--- src/rtl/io_cond_pkg.sv ---
`default_nettype none
// ============================================================================
// io_cond_pkg : shared defaults and helpers for the pad input conditioner
// Revision    : 1.0
// ============================================================================
package io_cond_pkg;

  localparam int IO_COND_WIDTH       = 4;
  localparam int IO_COND_SYNC_STAGES = 2;
  localparam int IO_COND_DEBOUNCE    = 16;

  // Smallest r with 2**r >= value; at least 1 so a counter is never zero width.
  function automatic int clog2(input int value);
    int result;
    result = 0;
    while ((1 << result) < value) begin
      result = result + 1;
    end
    if (result < 1) begin
      result = 1;
    end
    return result;
  endfunction

endpackage : io_cond_pkg
`default_nettype wire

--- src/rtl/io_cond_bit.sv ---
`default_nettype none
// ============================================================================
// io_cond_bit : one pad bit - synchroniser, debounce counter, level and strobes
// Revision    : 1.0
// ============================================================================
module io_cond_bit
  import io_cond_pkg::*;
#(
  parameter int SYNC_STAGES     = IO_COND_SYNC_STAGES,
  parameter int DEBOUNCE_CYCLES = IO_COND_DEBOUNCE,
  parameter bit RESET_LEVEL     = 1'b0
) (
  input  logic clk_i,
  input  logic rst_ni,
  input  logic pad_i,
  input  logic evt_clr_i,
  output logic q_o,
  output logic rise_o,
  output logic fall_o,
  output logic event_o
);

  localparam int                CNT_W    = clog2(DEBOUNCE_CYCLES + 1);
  localparam logic [CNT_W-1:0]  CNT_LAST = CNT_W'(DEBOUNCE_CYCLES - 1);
  localparam logic [CNT_W-1:0]  CNT_ONE  = CNT_W'(1);

  logic [SYNC_STAGES-1:0] sync_q;
  logic [CNT_W-1:0]       cnt_q, cnt_d;
  logic                   lvl_q, lvl_d;
  logic                   rise_q, rise_d;
  logic                   fall_q, fall_d;
  logic                   event_q, event_d;
  logic                   sample;

  assign sample = sync_q[SYNC_STAGES-1];

  always_comb begin
    cnt_d  = cnt_q;
    lvl_d  = lvl_q;
    rise_d = 1'b0;
    fall_d = 1'b0;
    if (sample == lvl_q) begin
      cnt_d = '0;
    end else if (cnt_q == CNT_LAST) begin
      lvl_d  = sample;
      cnt_d  = '0;
      rise_d = sample;
      fall_d = ~sample;
    end else begin
      cnt_d = cnt_q + CNT_ONE;
    end
    // A new edge outranks a coincident clear.
    event_d = rise_d | fall_d | (event_q & ~evt_clr_i);
  end

  always_ff @(posedge clk_i or negedge rst_ni) begin
    if (!rst_ni) begin
      sync_q  <= {SYNC_STAGES{RESET_LEVEL}};
      cnt_q   <= '0;
      lvl_q   <= RESET_LEVEL;
      rise_q  <= 1'b0;
      fall_q  <= 1'b0;
      event_q <= 1'b0;
    end else begin
      sync_q  <= {sync_q[SYNC_STAGES-2:0], pad_i};
      cnt_q   <= cnt_d;
      lvl_q   <= lvl_d;
      rise_q  <= rise_d;
      fall_q  <= fall_d;
      event_q <= event_d;
    end
  end

  assign q_o     = lvl_q;
  assign rise_o  = rise_q;
  assign fall_o  = fall_q;
  assign event_o = event_q;

endmodule : io_cond_bit
`default_nettype wire

--- src/rtl/io_input_conditioner.sv ---
`default_nettype none
// ============================================================================
// io_input_conditioner : per-bit synchronise/debounce of asynchronous pad inputs
// Revision             : 1.0
// ============================================================================
module io_input_conditioner
  import io_cond_pkg::*;
#(
  parameter int WIDTH           = IO_COND_WIDTH,
  parameter int SYNC_STAGES     = IO_COND_SYNC_STAGES,
  parameter int DEBOUNCE_CYCLES = IO_COND_DEBOUNCE,
  parameter bit RESET_LEVEL     = 1'b0
) (
  input  logic             CLK,
  input  logic             RESET_N,
  input  logic [WIDTH-1:0] PAD_IN,
  output logic [WIDTH-1:0] Q,
  output logic [WIDTH-1:0] RISE,
  output logic [WIDTH-1:0] FALL,
  output logic [WIDTH-1:0] EVENT,
  input  logic [WIDTH-1:0] EVENT_CLR
);

  for (genvar gi = 0; gi < WIDTH; gi++) begin : g_bit
    io_cond_bit #(
      .SYNC_STAGES     (SYNC_STAGES),
      .DEBOUNCE_CYCLES (DEBOUNCE_CYCLES),
      .RESET_LEVEL     (RESET_LEVEL)
    ) u_bit (
      .clk_i     (CLK),
      .rst_ni    (RESET_N),
      .pad_i     (PAD_IN[gi]),
      .evt_clr_i (EVENT_CLR[gi]),
      .q_o       (Q[gi]),
      .rise_o    (RISE[gi]),
      .fall_o    (FALL[gi]),
      .event_o   (EVENT[gi])
    );
  end : g_bit

endmodule : io_input_conditioner
`default_nettype wire

--- config.mk ---
export PLATFORM = sky130hd
export DESIGN_NAME = io_input_conditioner
export DESIGN_NICKNAME = d
export VERILOG_FILES = /design/src/rtl/io_cond_pkg.sv /design/src/rtl/io_cond_bit.sv /design/src/rtl/io_input_conditioner.sv
export SDC_FILE = /design/constraint.sdc
export NUM_CORES = 1
export LEC_CHECK = 0
export BUFFER_PORTS_ARGS = -buffer_cell sky130_fd_sc_hd__buf_4
export CAP_MARGIN = 10
export CORE_UTILIZATION = 50
export DETAILED_ROUTE_END_ITERATION = 10
export HOLD_SLACK_MARGIN = 0.1
export PLACE_DENSITY = 0.74
export SLEW_MARGIN = 25
export SYNTH_ARGS = -nofsm -noshare
export SYNTH_HDL_FRONTEND = slang
export SYNTH_SLANG_ARGS = --single-unit
--- constraint.sdc ---
create_clock -name CLK -period 1.2 [get_ports CLK]
set_input_delay 0.06 -clock CLK [delete_from_list [all_inputs] [get_ports CLK]]
set_output_delay 0.06 -clock CLK [all_outputs]
set_load 0.05 [all_outputs]
After elaboration in Yosys (flattened, before gate mapping)
Cells that the tools add are included.
- bits in registers: 44
- output and inout port bits: 16
- word-level logic and storage cells: 88
- input bits: 10
- equal/unequal tests: 8
- bitwise logic cells: 24
- multiplexer cells: 24
- $add $sub $neg: 4
- reductions and logical operators: 4
- operator list (cell ; number):
    2-to-1 mux 5 bit ; 8
    adder 5 x 1 -> 5 bit, second input constant ; 4
    equality test 5 x 4 -> 1 bit, second input constant ; 4
    2-to-1 mux 1 bit ; 16
    inverter 1 bit ; 12
    bitwise OR 1 bit ; 8
    AND reduction 2 bit ; 4
    bitwise AND 1 bit ; 4
    equality test 1 bit ; 4

Longest topological paths before layout
Gate-level depths: netlist (run 1).
- word-level depth: 5
- depth in mapped cells: 4
- gate-level depth less buffers: 4

By module
Synthesis (run 1) repeated with hierarchy kept, for this count alone.
- cell total of the unflattened synthesis: 120
- area total of the unflattened synthesis: 1696.6 sq um
- modules (own cells, without submodules) (module ; cells an instance ; area each (sq um) ; instances ; seq. area each (sq um)):
    io_cond_bit ; 30 ; 424.2 ; 4 ; 275.3

Worst setup path after synthesis (run 1)
No wires, ideal clock.
- path type: register -> register
- from: register g_bit[1].u_bit.cnt_q[0]
- to: register g_bit[1].u_bit.lvl_q
- data required time: 1.075 ns
- arrival: 1.041 ns
- setup time: 0.125 ns
- buffers on the path: 0
- setup slack: 0.034 ns
- period minus slack after synthesis: 1.166 ns
- cell stages (with the launch flop): 4
- cells stage by stage: dfrtp_1 ha_1 nand4b_4 mux2_4
- word-level cells in the longest chain between the ends: 2
- RTL lines (what ; line ; text):
    from (decl) ; io_cond_bit.sv:28 ; logic [CNT_W-1:0] cnt_q, cnt_d;
    from (signal assigned) ; io_cond_bit.sv:66 ; cnt_q <= cnt_d;
    equality test 5 x 4 -> 1 bit ; io_cond_bit.sv:44 ; end else if (cnt_q == CNT_LAST) begin
    AND reduction 2 bit (no line) ; - ;
    to (signal assigned) ; io_cond_bit.sv:67 ; lvl_q <= lvl_d;
    to (decl) ; io_cond_bit.sv:29 ; logic lvl_q, lvl_d;
Every way passes these cells.
A chain may end at the register's enable or synchronous reset.

Worst setup path after layout (run 1)
- from: register g_bit[0].u_bit.cnt_q[0]
- to: register g_bit[0].u_bit.lvl_q
- word-level cells in the longest chain between the ends: 2
- RTL lines (what ; line):
    from (decl) ; io_cond_bit.sv:28
    from (signal assigned) ; io_cond_bit.sv:66
    equality test 5 x 4 -> 1 bit ; io_cond_bit.sv:44
    AND reduction 2 bit (no line) ; -
    to (signal assigned) ; io_cond_bit.sv:67
    to (decl) ; io_cond_bit.sv:29
Every way passes these cells.

==> results.md, run 1 <==
Timing:
- The number of failing hold endpoints at the final stage came to 0.
- The clock arrives with around 0.009 ns of skew.
- The final-report max-slew violation count came to 0.
- The clock period could shrink to around 1.1 ns.
- Setup slack closes at 0.0534 ns.
- The worst hold slack is ~0.22 ns.
- The transition time of the tightest slew-check pin is roughly 0.52 ns.
- The max-slew headroom at the worst pin is 0.651.
- The post-route fraction of the period consumed by the critical path is 0.956.
- Static timing analysis puts the maximum clock frequency at 872 MHz.
- The number of failing setup endpoints in the final timing report is 0.
- The sum of negative setup slack is 0 ns.

Clock tree:
- CTS saw 44 sinks.
- In this run, CTS created clock tree buffers numbering 5.
- The cell at the root of the clock tree is clkbuf_4.
- The clock passes through at most 2 buffers.
- The number of H-tree branching levels is 2.
- The clock network latency to the later pin of the worst-skew pair is approximately 0.35 ns.
- TritonCTS built the clock tree.
- The clock transition at the register clock pins on the worst setup and hold paths after CTS is between 0.1 and 0.15 ns.

Route:
- The via density per instance is roughly 4.9.
- The number of remaining DRC errors is 0.
- In the final routed layout, each cell accounts on average for around 13 µm.
- The number of nets still failing antenna checks after routing is 0.
- For this block, the initial DRC count from the detailed router was between 40 and 50.
- The total wire length is 2.77 mm.
- For this run, the detailed router's first-pass iteration total came to 4.
- The overall via count from detail_route is ~1100.

Cells and area:
- The commonest non-fill, non-tap cell in the layout is dfrtp_1.
- The synthesis-to-layout area growth is 20.6%.
- The fraction of layout cells with a size suffix above 1 is 0.345.
- The finished layout holds between 200 and 250 standard cells, fillers aside.
- The top cell types in the final layout, fill and taps aside, are 43 x dfrtp_1, 32 x buf_4, 12 x nor2_1.
- The number of nets in the layout is around 180.
- The diode insertion count for antenna repair is 0.

Yosys:
- The share of the Yosys chip area taken by registers is 0.606.
- In this run, synthesis produced a sequential element count of 44.
- The total of warnings raised by yosys is 0.
- The number of cells produced by synthesis is 136.
- The count of distinct cell types in the synthesized netlist is 15.
- The net count after synthesis is 150.
- Dividing the synthesized area by the synthesized cell count gives 13.4 µm².
- After synthesis the cells add up to approximately 1800 µm².

Power:
- IR analysis of the VDD net gives a maximum drop of slightly above 0.0008 V.
- The power density over cell area is ~1200 nW/µm².
- For this design the static power due to leakage is around 0.0012 µW.

Floorplanning:
- The number of placement rows is 21.
- The core area is about 3400 µm².
- Pin placement for this block handled 26 I/O pins.
- The die covers just under 4000 µm².
- The initial standard-cell utilization of the core is 0.532.
- The die is about 62 µm wide.
- The y dimension of the die is ~62 µm.

Global route:
- After global routing the overflow that remains totals 0.
- The number of global-route vias before repair was approximately 1100.
- The first global-routing pass estimated 4.78 mm of wire.
- The initial antenna violation count was 0.
- The pin count of the biggest net entering global routing is 45.
- The combined global-route utilization of all metal layers is 0.163.

Worst setup path:
- The arrival time at the worst endpoint is 1.39 ns.
- The maximum fanout count along the critical path is 6.
- The worst setup path is launched from a flop.
- The type of the worst setup path is flop to flop.
- The worst setup path is captured at a flop.
- For the worst setup path, the data required time is 1.44 ns.

Placement:
- The placed instance count is just under 200.
- Port buffering added 25 buffers.
- The placer congestion estimate is 0.740.
- Once detailed placement completed, the half-perimeter wirelength came to between 1.5 and 2 mm.
- The worst setup timing slack at the placement stage is -0.0139 ns.

Run:
- Max-cap violations in this run came to 0.

Hold path:
- In this run the worst hold path is classified as primary input to asynchronous set/reset pin.

Run status:
- The run finished with clean final reports.
flip-flops by register name (all words and copies together) (netlist names):
name,count
g_bit.u_bit.rise_o,4
g_bit.u_bit.fall_o,4
g_bit.u_bit.q_o,4
g_bit.u_bit.cnt_q,20
g_bit.u_bit.event_o,4
g_bit.u_bit.sync_q,8
routing by layer:
layer,up-vias,wire length [µm],share of wire,global-route usage
li1,505,-,-,-
met2,20,1500,0.54,0.276
met4,0,32,0.012,0.0610
met5,-,0,0,0
met3,5,112,0.040,0.0662
met1,529,1120,0.41,0.186
kinds of logic after synthesis:
family	after synthesis	synth area share
flops	44	0.606
fa+ha+maj	4	0.0275
compound gates	8	0.0275
simple gates	40	0.154
xor+xnor	16	0.0771
buf+inv	20	0.0744
mux	4	0.0331
through the flow:
step	total power [µW]	utilization	instance area (µm²)
after floorplan	1660	-	1820
after global placement	1740	0.579	1980
after detailed placement	1750	0.579	1980
after CTS	2530	0.630	2150
after global routing	2670	0.641	2190
final	2520	0.641	2190
path summary, 6_finish.rpt:
path                                          start                       end  slack (ns)  depth (start not counted)
max in group asynchronous                   RESET_N        g_bit[0].u_bit.q_o        0.61                          2
max reg2reg                 g_bit[0].u_bit.cnt_q[0]        g_bit[0].u_bit.q_o        0.05                          3
max                         g_bit[0].u_bit.cnt_q[0]        g_bit[0].u_bit.q_o        0.05                          3
min in group CLK           g_bit[3].u_bit.sync_q[0]  g_bit[3].u_bit.sync_q[1]        0.35                          0
min reg2reg                g_bit[3].u_bit.sync_q[0]  g_bit[3].u_bit.sync_q[1]        0.35                          0
min                                         RESET_N     g_bit[0].u_bit.rise_o        0.22                          2
report_power, final:
part | leakage [µW] | internal [µW] | switching (µW) | total (µW)
Sequential | 0.000584 | 1530 | 49.7 | 1580
Combinational | 0.000568 | 103 | 81.2 | 184
Clock | 0.0000374 | 333 | 427 | 759
Total | 0.00119 | 1960 | 558 | 2520
area by class of cell:
cell class,count,area [µm²]
fill,271,1220
timing repair buffer,41,330
sequential,44,1100
tap,46,57.6
inverter,4,15.0
multi-input combinational,72,621
clock buffer,7,65.1
critical path, stage by stage, from the launching register on:
cell      delay, ns
dfrtp_1        0.38
ha_2           0.21
nand4b_4       0.14
mux2_4         0.32
repair_timing:
action	4_1_cts	5_1_grt
resized for setup	1	8
hold endpoints to repair	52	0
buffers inserted	2	0
hold buffers	9	0
pin swaps	0	3
setup endpoints to repair	2	7
cells in the mapped netlist, drive strengths merged:
master,n,share of area
dfrtp,44,0.61
buf,16,0.066
nor2,12,0.025
nand2,8,0.017
nor3b,8,0.033
xnor2,8,0.039
xor2,8,0.039
a31oi,4,0.014
and3,4,0.017
ha,4,0.028
inv,4,0.0083
mux2,4,0.033
nand3,4,0.011
nand4b,4,0.052
o22ai,4,0.014
Note: power is estimated with default switching activity, not from simulation.
==> run 2: changes to the inputs <==
--- a/config.mk
+++ b/config.mk
@@ -5,13 +5,14 @@
 export SDC_FILE = /design/constraint.sdc
 export NUM_CORES = 1
 export LEC_CHECK = 0
+export ABC_AREA = 1
 export BUFFER_PORTS_ARGS = -buffer_cell sky130_fd_sc_hd__buf_4
 export CAP_MARGIN = 10
 export CORE_UTILIZATION = 50
 export DETAILED_ROUTE_END_ITERATION = 10
 export HOLD_SLACK_MARGIN = 0.1
 export PLACE_DENSITY = 0.74
-export SLEW_MARGIN = 25
+export SLEW_MARGIN = 20
 export SYNTH_ARGS = -nofsm -noshare
 export SYNTH_HDL_FRONTEND = slang
 export SYNTH_SLANG_ARGS = --single-unit
==> run 2 against run 1 <==
Compared with the run above: utilization rose by 0.55 points; combinational power up 11%; critical path depth up 3; maximum frequency is 2.0% higher; first-iteration DRC count fell by 43%; die area is 0.21% lower; clock skew is 0.0032 ns lower; synthesized cell count grew 32%.
==> results.md, run 2 <==
Yosys:
- Commonest cells in the synthesized netlist: 44 x dfrtp_1, 32 x nand2_1, 28 x inv_1 (was 44 x dfrtp_1, 16 x buf_4, 12 x nor2_1).
- The number of cells produced by synthesis was 180 (was 136).
- The total of warnings raised by yosys is 0 (unchanged).
- The synthesized area is 1810 µm² (was 1820 µm²).
- Cell types with the largest area share after synthesis: dfrtp_1 61%, buf_4 6.6%, nand2_1 6.6%, inv_1 5.8%, nor2_1 3.3% (was dfrtp_1 61%, buf_4 6.6%, nand4b_4 5.2%, xnor2_1 3.9%, xor2_1 3.9%).
- The synthesis-stage register bit count is 44 (unchanged).
- The fraction of the yosys area taken by sequential cells is 0.607 (was 0.606).
- The dominant cell type by area after synthesis is dfrtp_1 (unchanged).
- The most used standard cell by instance count after synthesis is dfrtp_1 (unchanged).
- The top-area cell type share of the netlist area is 0.607 (was 0.606).
- The net count after synthesis is 194 (was 150).
- The async set or reset register ratio after synthesis is 1.00 (unchanged).
- The synthesized area per cell is 10.1 µm² (was 13.4 µm²).
- The number of enable flip-flop cells after synthesis came to 0 (unchanged).
- The most instantiated flip-flop cell in the synthesis netlist is dfrtp_1 (unchanged).
- The count of distinct cell types in the synthesized netlist is 16 (was 15).

Route:
- The wire length per cell is 11.2 µm (was 12.9 µm).
- The overall via count from detail_route is 1219 (was 1059).
- The via density per instance came to 4.69 (was 4.95).
- The first-pass iteration count of the detailed router is 4 (unchanged).
- The total wire length is 2.91 mm (was 2.77 mm).
- The number of remaining DRC errors came to 0 (unchanged).
- The DRC marker count from the first detailed-route iteration came to 24 (was 42).
- The number of nets still failing antenna checks after routing came to 0 (unchanged).

Cells and area:
- The utilization of the core after routing was 0.647 (was 0.641).
- Most frequent cells in the layout: 44 x dfrtp_1, 33 x buf_4, 32 x nand2_1 (was 43 x dfrtp_1, 32 x buf_4, 12 x nor2_1).
- The top register by number of flip-flops is g_bit.u_bit.cnt_q (unchanged).
- The number of nets in the layout is 227 (was 182).
- The flip-flop count of the largest register, all copies and words added came to 20 (unchanged).
- The diode insertion count for antenna repair is 0 (unchanged).
- The fraction of layout cells with a size suffix above 1 came to 0.262 (was 0.345).
- The synthesis-to-layout area growth is 21.9% (was 20.6%).
- The commonest non-fill, non-tap cell in the layout was dfrtp_1 (unchanged).
- Largest registers: g_bit.u_bit.cnt_q x20, g_bit.u_bit.sync_q x8 (unchanged).

Timing:
- The final period demand of the worst path came to 1.12 ns (was 1.15 ns).
- The sum of negative setup slack is 0 ns (unchanged).
- The post-route fraction of the period consumed by the critical path came to 0.937 (was 0.956).
- The top achievable clock speed is 890 MHz (was 872 MHz).
- The number of failing hold endpoints at the final stage is 0 (unchanged).
- The final-report max-slew violation count is 0 (unchanged).
- The max-slew headroom at the worst pin is 0.642 (was 0.651).
- The number of failing setup endpoints in the final timing report was 0 (unchanged).
- The transition time of the tightest slew-check pin came to 0.537 ns (was 0.524 ns).
- The clock skew is 0.00577 ns (was 0.00893 ns).

Worst setup path:
- The startpoint class of the critical path was a flop (unchanged).
- The endpoint of the worst register-to-register path is g_bit[1].u_bit.cnt_q[1] (was g_bit[0].u_bit.q_o).
- The worst flop-to-flop path startpoint is g_bit[1].u_bit.cnt_q[1] (was g_bit[0].u_bit.cnt_q[0]).
- The internal reg-to-reg setup slack was 0.08 ns (was 0.05 ns).
- The arrival time at the worst endpoint is 1.37 ns (was 1.39 ns).
- The worst reg2reg path depth is 6 (was 3).
- The required time of the critical path is 1.45 ns (was 1.44 ns).
- The type of the worst setup path is flop to flop (unchanged).
- The maximum fanout count along the critical path is 3 (was 6).
- The endpoint kind of the worst setup timing path is a flop (unchanged).

Power:
- The cell leakage power came to 0.00114 µW (was 0.00119 µW).
- The worst-case vdd ir drop is 0.000592 V (was 0.000826 V).
- The fraction of power consumed by sequential logic came to 0.631 (was 0.626).
- The net load switching power is 568 µW (was 558 µW).
- The switching power share of the total is 0.227 (was 0.221).
- The power density over cell area is 1130 nW/µm² (was 1150 nW/µm²).
- The cell-internal power is 1930 µW (was 1960 µW).
- The share of total power in the clock network was 0.287 (was 0.301).
- The fraction of power consumed by combinational cells was 0.082 (was 0.073).

Global route:
- The initial antenna violation count is 0 (unchanged).
- The combined global-route utilization of all metal layers is 0.165 (was 0.163).
- The pin count of the biggest net entering global routing is 45 (unchanged).
- The routing usage on met3 is 0.0551 (was 0.0662).
- The number of global-route vias before repair is 1195 (was 1091).
- The global route total overflow is 0 (unchanged).
- The busiest layer in global routing is met2 (unchanged).
- The met1 demand-to-capacity share in global routing is 0.178 (was 0.186).
- The wire length of the first global-routing pass is 4.89 mm (was 4.78 mm).
- The global routing usage on met2 came to 0.290 (was 0.276).

Floorplanning:
- The chip width was 62.2 µm (was 62.3 µm).
- The y dimension of the die came to 62.2 µm (was 62.3 µm).
- The die area is 3870 µm² (was 3880 µm²).
- The number of ports placed on the die boundary is 26 (unchanged).
- The number of placement rows was 21 (unchanged).
- The core area is 3420 µm² (unchanged).
- The initial standard-cell utilization of the core was 0.531 (was 0.532).

Run:
- The max-capacitance violation count came to 0 (unchanged).

Clock tree:
- The deepest clock path buffer count is 2 (unchanged).
- The cell at the root of the clock tree is clkbuf_4 (unchanged).
- The clock network latency to the later pin of the worst-skew pair is 0.34 ns (was 0.35 ns).
- The clock transition at the register clock pins on the worst setup and hold paths after CTS is 0.11 ns (about the same).
- The sink count of the clock tree is 44 (unchanged).
- The CTS tree is yes (unchanged).
- The total CTS buffers was 5 (unchanged).
- The number of H-tree branching levels is 2 (unchanged).

Placement:
- The placer congestion estimate is 0.718 (was 0.740).
- The number of buffers added on ports came to 25 (unchanged).
- The total half-perimeter wirelength after legalization and detailed placement is 1.89 mm (was 1.91 mm).

Hold path:
- The kind of path behind the tightest hold check was primary input to asynchronous set/reset pin (unchanged).

Run status:
- Outcome: completed (unchanged).
run 2: changes by cell type after synthesis, sizes merged, moves of 8 or more:
cell and change:
nand2 +28, nand3 +8, nor3b -8, nor2 +8, inv +24, xor2 -8
run 2: layout make-up:
class                      instances  area [µm²]
clock buffer                       8        58.8
tap                               46        57.6
inverter                          28         105
fill                             291        1210
timing repair buffer              42         338
multi-input combinational         92         549
sequential                        44        1100
run 2: how the worst max path moves through the flow:
| stage | startpoint | to | slack (ns) | depth (start not counted) |
|---|---|---|---|---|
| finish | g_bit[1].u_bit.cnt_q[1] | g_bit[1].u_bit.cnt_q[1] | 0.08 | 6 |
| global route | g_bit[1].u_bit.cnt_q[0] | g_bit[1].u_bit.cnt_q[3] | -0.03 | 6 |
| CTS | g_bit[1].u_bit.cnt_q[0] | g_bit[1].u_bit.cnt_q[1] | 0.02 | 6 |
| detailed placement | g_bit[1].u_bit.cnt_q[0] | g_bit[1].u_bit.cnt_q[1] | 0.04 | 6 |
| global placement | g_bit[0].u_bit.cnt_q[0] | g_bit[0].u_bit.cnt_q[0] | 0.09 | 6 |
| floorplan | g_bit[1].u_bit.cnt_q[0] | g_bit[1].u_bit.cnt_q[0] | 0.16 | 6 |
run 2: cell families (layout without fill, tap and decap cells):
logic type / count (synthesis) / after routing / synth area share
buffers and inverters: 44 / 78 / 0.124
XOR/XNOR: 4 / 4 / 0.0193
AND/OR/NAND/NOR: 76 / 76 / 0.199
adder cells (fa/ha/maj): 4 / 4 / 0.0276
flip-flops: 44 / 44 / 0.607
AO/OA/AOI/OAI: 8 / 8 / 0.0221
run 2: layer usage:
metal / share of wire / routed length, µm / vias to the layer above
li1: - / - / 607
met1: 0.40 / 1160 / 583
met2: 0.54 / 1580 / 21
met3: 0.039 / 114 / 8
met4: 0.021 / 61 / 0
met5: 0 / 0 / -
run 2: worst max-delay path: stages, from the launching register on:
cell and delay (ns):
dfrtp_1 0.43, ha_4 0.18, nand3_4 0.09, nor2_4 0.14, inv_1 0.07, nand2_2 0.07, nor2_1 0.05
run 2: metrics by stage:
stage          cells  total power (µW)  instance area [µm²]  setup WS [ns]  hold WS, ns
2_1_floorplan    180              1660                 1810          0.163       -0.236
3_3_place_gp     235              1720                 1940         0.0876       0.0734
3_5_place_dp     235              1740                 1940         0.0379       0.0812
4_1_cts          252              2470                 2090         0.0197        0.241
5_1_grt          260              2650                 2210        -0.0294        0.264
6_report         260              2500                 2210         0.0761        0.225
run 2: timing repair:
item,in CTS,in global routing
hold buffers,9,0
resized for setup,0,11
hold endpoints to repair,52,0
setup buffers,0,8
endpoints found under the setup margin,0,20
run 2: power by group through the flow:
stage	Clock [µW]	Combinational, µW	Sequential (µW)
2_1_floorplan	0	74.2	1590
4_1_cts	741	164	1570
3_5_place_dp	0	140	1600
6_report	716	205	1580
3_3_place_gp	0	132	1590
5_1_grt	824	239	1580
==> run 3: changes to the inputs <==
--- a/config.mk
+++ b/config.mk
@@ -12,6 +12,7 @@
 export DETAILED_ROUTE_END_ITERATION = 10
 export HOLD_SLACK_MARGIN = 0.1
 export PLACE_DENSITY = 0.74
+export REMOVE_ABC_BUFFERS = 1
 export SLEW_MARGIN = 20
 export SYNTH_ARGS = -nofsm -noshare
 export SYNTH_HDL_FRONTEND = slang
==> run 3 against run 2 <==
Compared with the run above: maximum frequency down 1.8%; worst setup slack worse by 0.020 ns; critical path depth unchanged; register-to-register slack worse by 0.02 ns; cell count down 1.5%; routed wire length down 1.1%; die area unchanged; sequential power about the same; non-clock buffer count down 4; critical endpoint unchanged; highest routed layer unchanged.
==> results.md, run 3 (synthesis gave the netlist of run 2 again) <==
Run status:
- Outcome: completed (unchanged).

Global route:
- The initial antenna violation count was 0 (unchanged).
- The pin count of the biggest net entering global routing was 45 (unchanged).
- The combined global-route utilization of all metal layers was 0.161 (was 0.165).
- The wire length of the first global-routing pass is 4.78 mm (was 4.89 mm).
- The number of global-route vias before repair is 1168 (was 1195).
- The global route total overflow is 0 (unchanged).

Floorplanning:
- The number of ports placed on the die boundary is 26 (unchanged).
- The y dimension of the die is 62.2 µm (unchanged).
- The number of placement rows is 21 (unchanged).
- The initial standard-cell utilization of the core is 0.531 (unchanged).
- The die area is 3870 µm² (unchanged).
- The core area came to 3420 µm² (unchanged).
- The chip width is 62.2 µm (unchanged).

Placement:
- The placed instance count is 235 (unchanged).
- The placer congestion estimate is 0.771 (was 0.718).
- The placed cell area came to 1940 µm² (unchanged).
- The number of buffers added on ports is 25 (unchanged).
- The worst setup timing slack at the placement stage came to 0.0407 ns (was 0.0379 ns).
- The total half-perimeter wirelength after legalization and detailed placement is 1.93 mm (was 1.89 mm).

Timing:
- The number of failing hold endpoints at the final stage is 0 (unchanged).
- The transition time of the tightest slew-check pin is 0.519 ns (was 0.537 ns).
- The sum of negative setup slack is 0 ns (unchanged).
- The post-route fraction of the period consumed by the critical path was 0.953 (was 0.937).
- The number of failing setup endpoints in the final timing report is 0 (unchanged).
- The clock skew is 0.00707 ns (was 0.00577 ns).
- The final period demand of the worst path is 1.14 ns (was 1.12 ns).
- The max-slew headroom at the worst pin is 0.654 (was 0.642).
- The top achievable clock speed is 874 MHz (was 890 MHz).
- The worst hold slack was 0.214 ns (was 0.225 ns).
- The final-report max-slew violation count came to 0 (unchanged).
- The minimum setup slack in the final design came to 0.0560 ns (was 0.0761 ns).

Clock tree:
- The clock transition at the register clock pins on the worst setup and hold paths after CTS is 0.12 ns (was 0.11 ns).
- The sink count of the clock tree was 44 (unchanged).
- The clock network latency to the later pin of the worst-skew pair is 0.36 ns (was 0.34 ns).
- The cell at the root of the clock tree is clkbuf_4 (unchanged).
- The number of H-tree branching levels is 2 (unchanged).
- The deepest clock path buffer count is 2 (unchanged).
- The CTS tree is yes (unchanged).
- The total CTS buffers is 5 (unchanged).

Worst setup path:
- The startpoint class of the critical path is a flop (unchanged).
- The worst reg2reg path depth is 6 (unchanged).
- The termination of the worst setup path is g_bit[1].u_bit.cnt_q[1] (unchanged).
- The arrival time at the worst endpoint is 1.40 ns (was 1.37 ns).
- The worst flop-to-flop path startpoint is g_bit[1].u_bit.cnt_q[0] (was g_bit[1].u_bit.cnt_q[1]).
- The startpoint of the most critical setup path is g_bit[1].u_bit.cnt_q[0] (was g_bit[1].u_bit.cnt_q[1]).
- The required time of the critical path is 1.46 ns (was 1.45 ns).
- The type of the worst setup path is flop to flop (unchanged).
- The endpoint of the worst register-to-register path is g_bit[1].u_bit.cnt_q[1] (unchanged).
- The largest stage delay on the critical path is 0.45 ns (was 0.43 ns).
- The maximum fanout count along the critical path is 4 (was 3).
- Sequence of cells on the critical path: ha_4 > nand3_2 > nor2_2 > inv_1 > nand2_2 > nor2_1 (was ha_4 > nand3_4 > nor2_4 > inv_1 > nand2_2 > nor2_1).
- The master of the slowest instance on the critical path was dfrtp_1 (unchanged).
- The internal reg-to-reg setup slack is 0.06 ns (was 0.08 ns).
- The endpoint kind of the worst setup timing path is a flop (unchanged).

Route:
- The via density per instance is 4.67 (was 4.69).
- The wire length per cell is 11.3 µm (was 11.2 µm).
- The first-pass iteration count of the detailed router is 4 (unchanged).
- The DRC marker count from the first detailed-route iteration came to 34 (was 24).
- The number of nets still failing antenna checks after routing came to 0 (unchanged).
- The number of remaining DRC errors was 0 (unchanged).
- The total wire length is 2.88 mm (was 2.91 mm).
- The overall via count from detail_route is 1195 (was 1219).

Cells and area:
- Largest registers: g_bit.u_bit.cnt_q x20, g_bit.u_bit.sync_q x8 (unchanged).
- The number of nets in the layout is 223 (was 227).
- The flip-flop count of the largest register, all copies and words added is 20 (unchanged).
- The fraction of layout cells with a size suffix above 1 is 0.248 (was 0.262).
- The number of inserted filler cells in the final layout is 270 (was 291).
- The synthesis-to-layout area growth is 19.3% (was 21.9%).
- The final standard cell count with taps included and fillers excluded is 256 (was 260).
- The area used by sequential logic in the layout came to 1100 µm² (unchanged).
- Most frequent cells in the layout: 44 x dfrtp_1, 32 x nand2_1, 29 x buf_4 (was 44 x dfrtp_1, 33 x buf_4, 32 x nand2_1).
- The commonest non-fill, non-tap cell in the layout is dfrtp_1 (unchanged).
- The diode insertion count for antenna repair is 0 (unchanged).
- The area of the multi-input gates was 532 µm² (was 549 µm²).
- The total non-filler cell area in the finished layout is 2160 µm² (was 2210 µm²).
- The top register by number of flip-flops is g_bit.u_bit.cnt_q (unchanged).

Power:
- The worst-case vdd ir drop is 0.000893 V (was 0.000592 V).
- The cell leakage power is 0.00112 µW (was 0.00114 µW).
- The power density over cell area was 1160 nW/µm² (was 1130 nW/µm²).

Run:
- The max-capacitance violation count was 0 (unchanged).

Hold path:
- The kind of path behind the tightest hold check is primary input to asynchronous set/reset pin (unchanged).
run 3: per-layer routing:
metal | global-route usage | vias up | wire [µm]
met3 | 0.0607 | 5 | 104
met2 | 0.261 | 24 | 1420
met4 | 0.0785 | 0 | 42
li1 | - | 597 | -
met1 | 0.188 | 569 | 1310
met5 | 0 | - | 0
run 3: power by group:
group          internal, µW  switching [µW]
Combinational          97.9            88.9
Clock                   290             451
Sequential             1530            46.2
Total                  1920             586
run 3: worst min path at each step:
| stage | start | endpoint | slack [ns] |
|---|---|---|---|
| after floorplan | RESET_N | g_bit[0].u_bit.cnt_q[0] | -0.24 |
| after global placement | RESET_N | g_bit[2].u_bit.rise_o | 0.07 |
| after detailed placement | RESET_N | g_bit[2].u_bit.rise_o | 0.07 |
| after CTS | RESET_N | g_bit[1].u_bit.fall_o | 0.23 |
| after global routing | RESET_N | g_bit[2].u_bit.fall_o | 0.27 |
| final | RESET_N | g_bit[1].u_bit.fall_o | 0.21 |
run 3: critical path, delay by kind of cell, from the launching register on:
| kind | cells | cell delay [ns] |
|---|---|---|
| buffers and inverters | 1 | 0.08 |
| adders and majority gates | 1 | 0.17 |
| DFF | 1 | 0.45 |
| and+or+nand+nor | 4 | 0.33 |
run 3: area by class of cell:
class / instances / share of cell area
Clock buffer: 8 / 0.0272
Inverter: 28 / 0.0486
Multi-Input combinational cell: 92 / 0.246
Sequential cell: 44 / 0.509
Tap cell: 46 / 0.0266
Timing Repair Buffer: 38 / 0.142
run 3: metrics by stage:
step                total power, µW   util
floorplan                      1660      -
global placement               1720  0.567
detailed placement             1740  0.567
CTS                            2480  0.611
global route                   2630  0.633
finish                         2500  0.633
run 3: timing repair:
item / in CTS / in global routing
endpoints found under the setup margin: 0 / 21
hold buffers: 9 / 0
resized for setup: 0 / 9
setup buffers: 0 / 4
hold endpoints to repair: 52 / 0
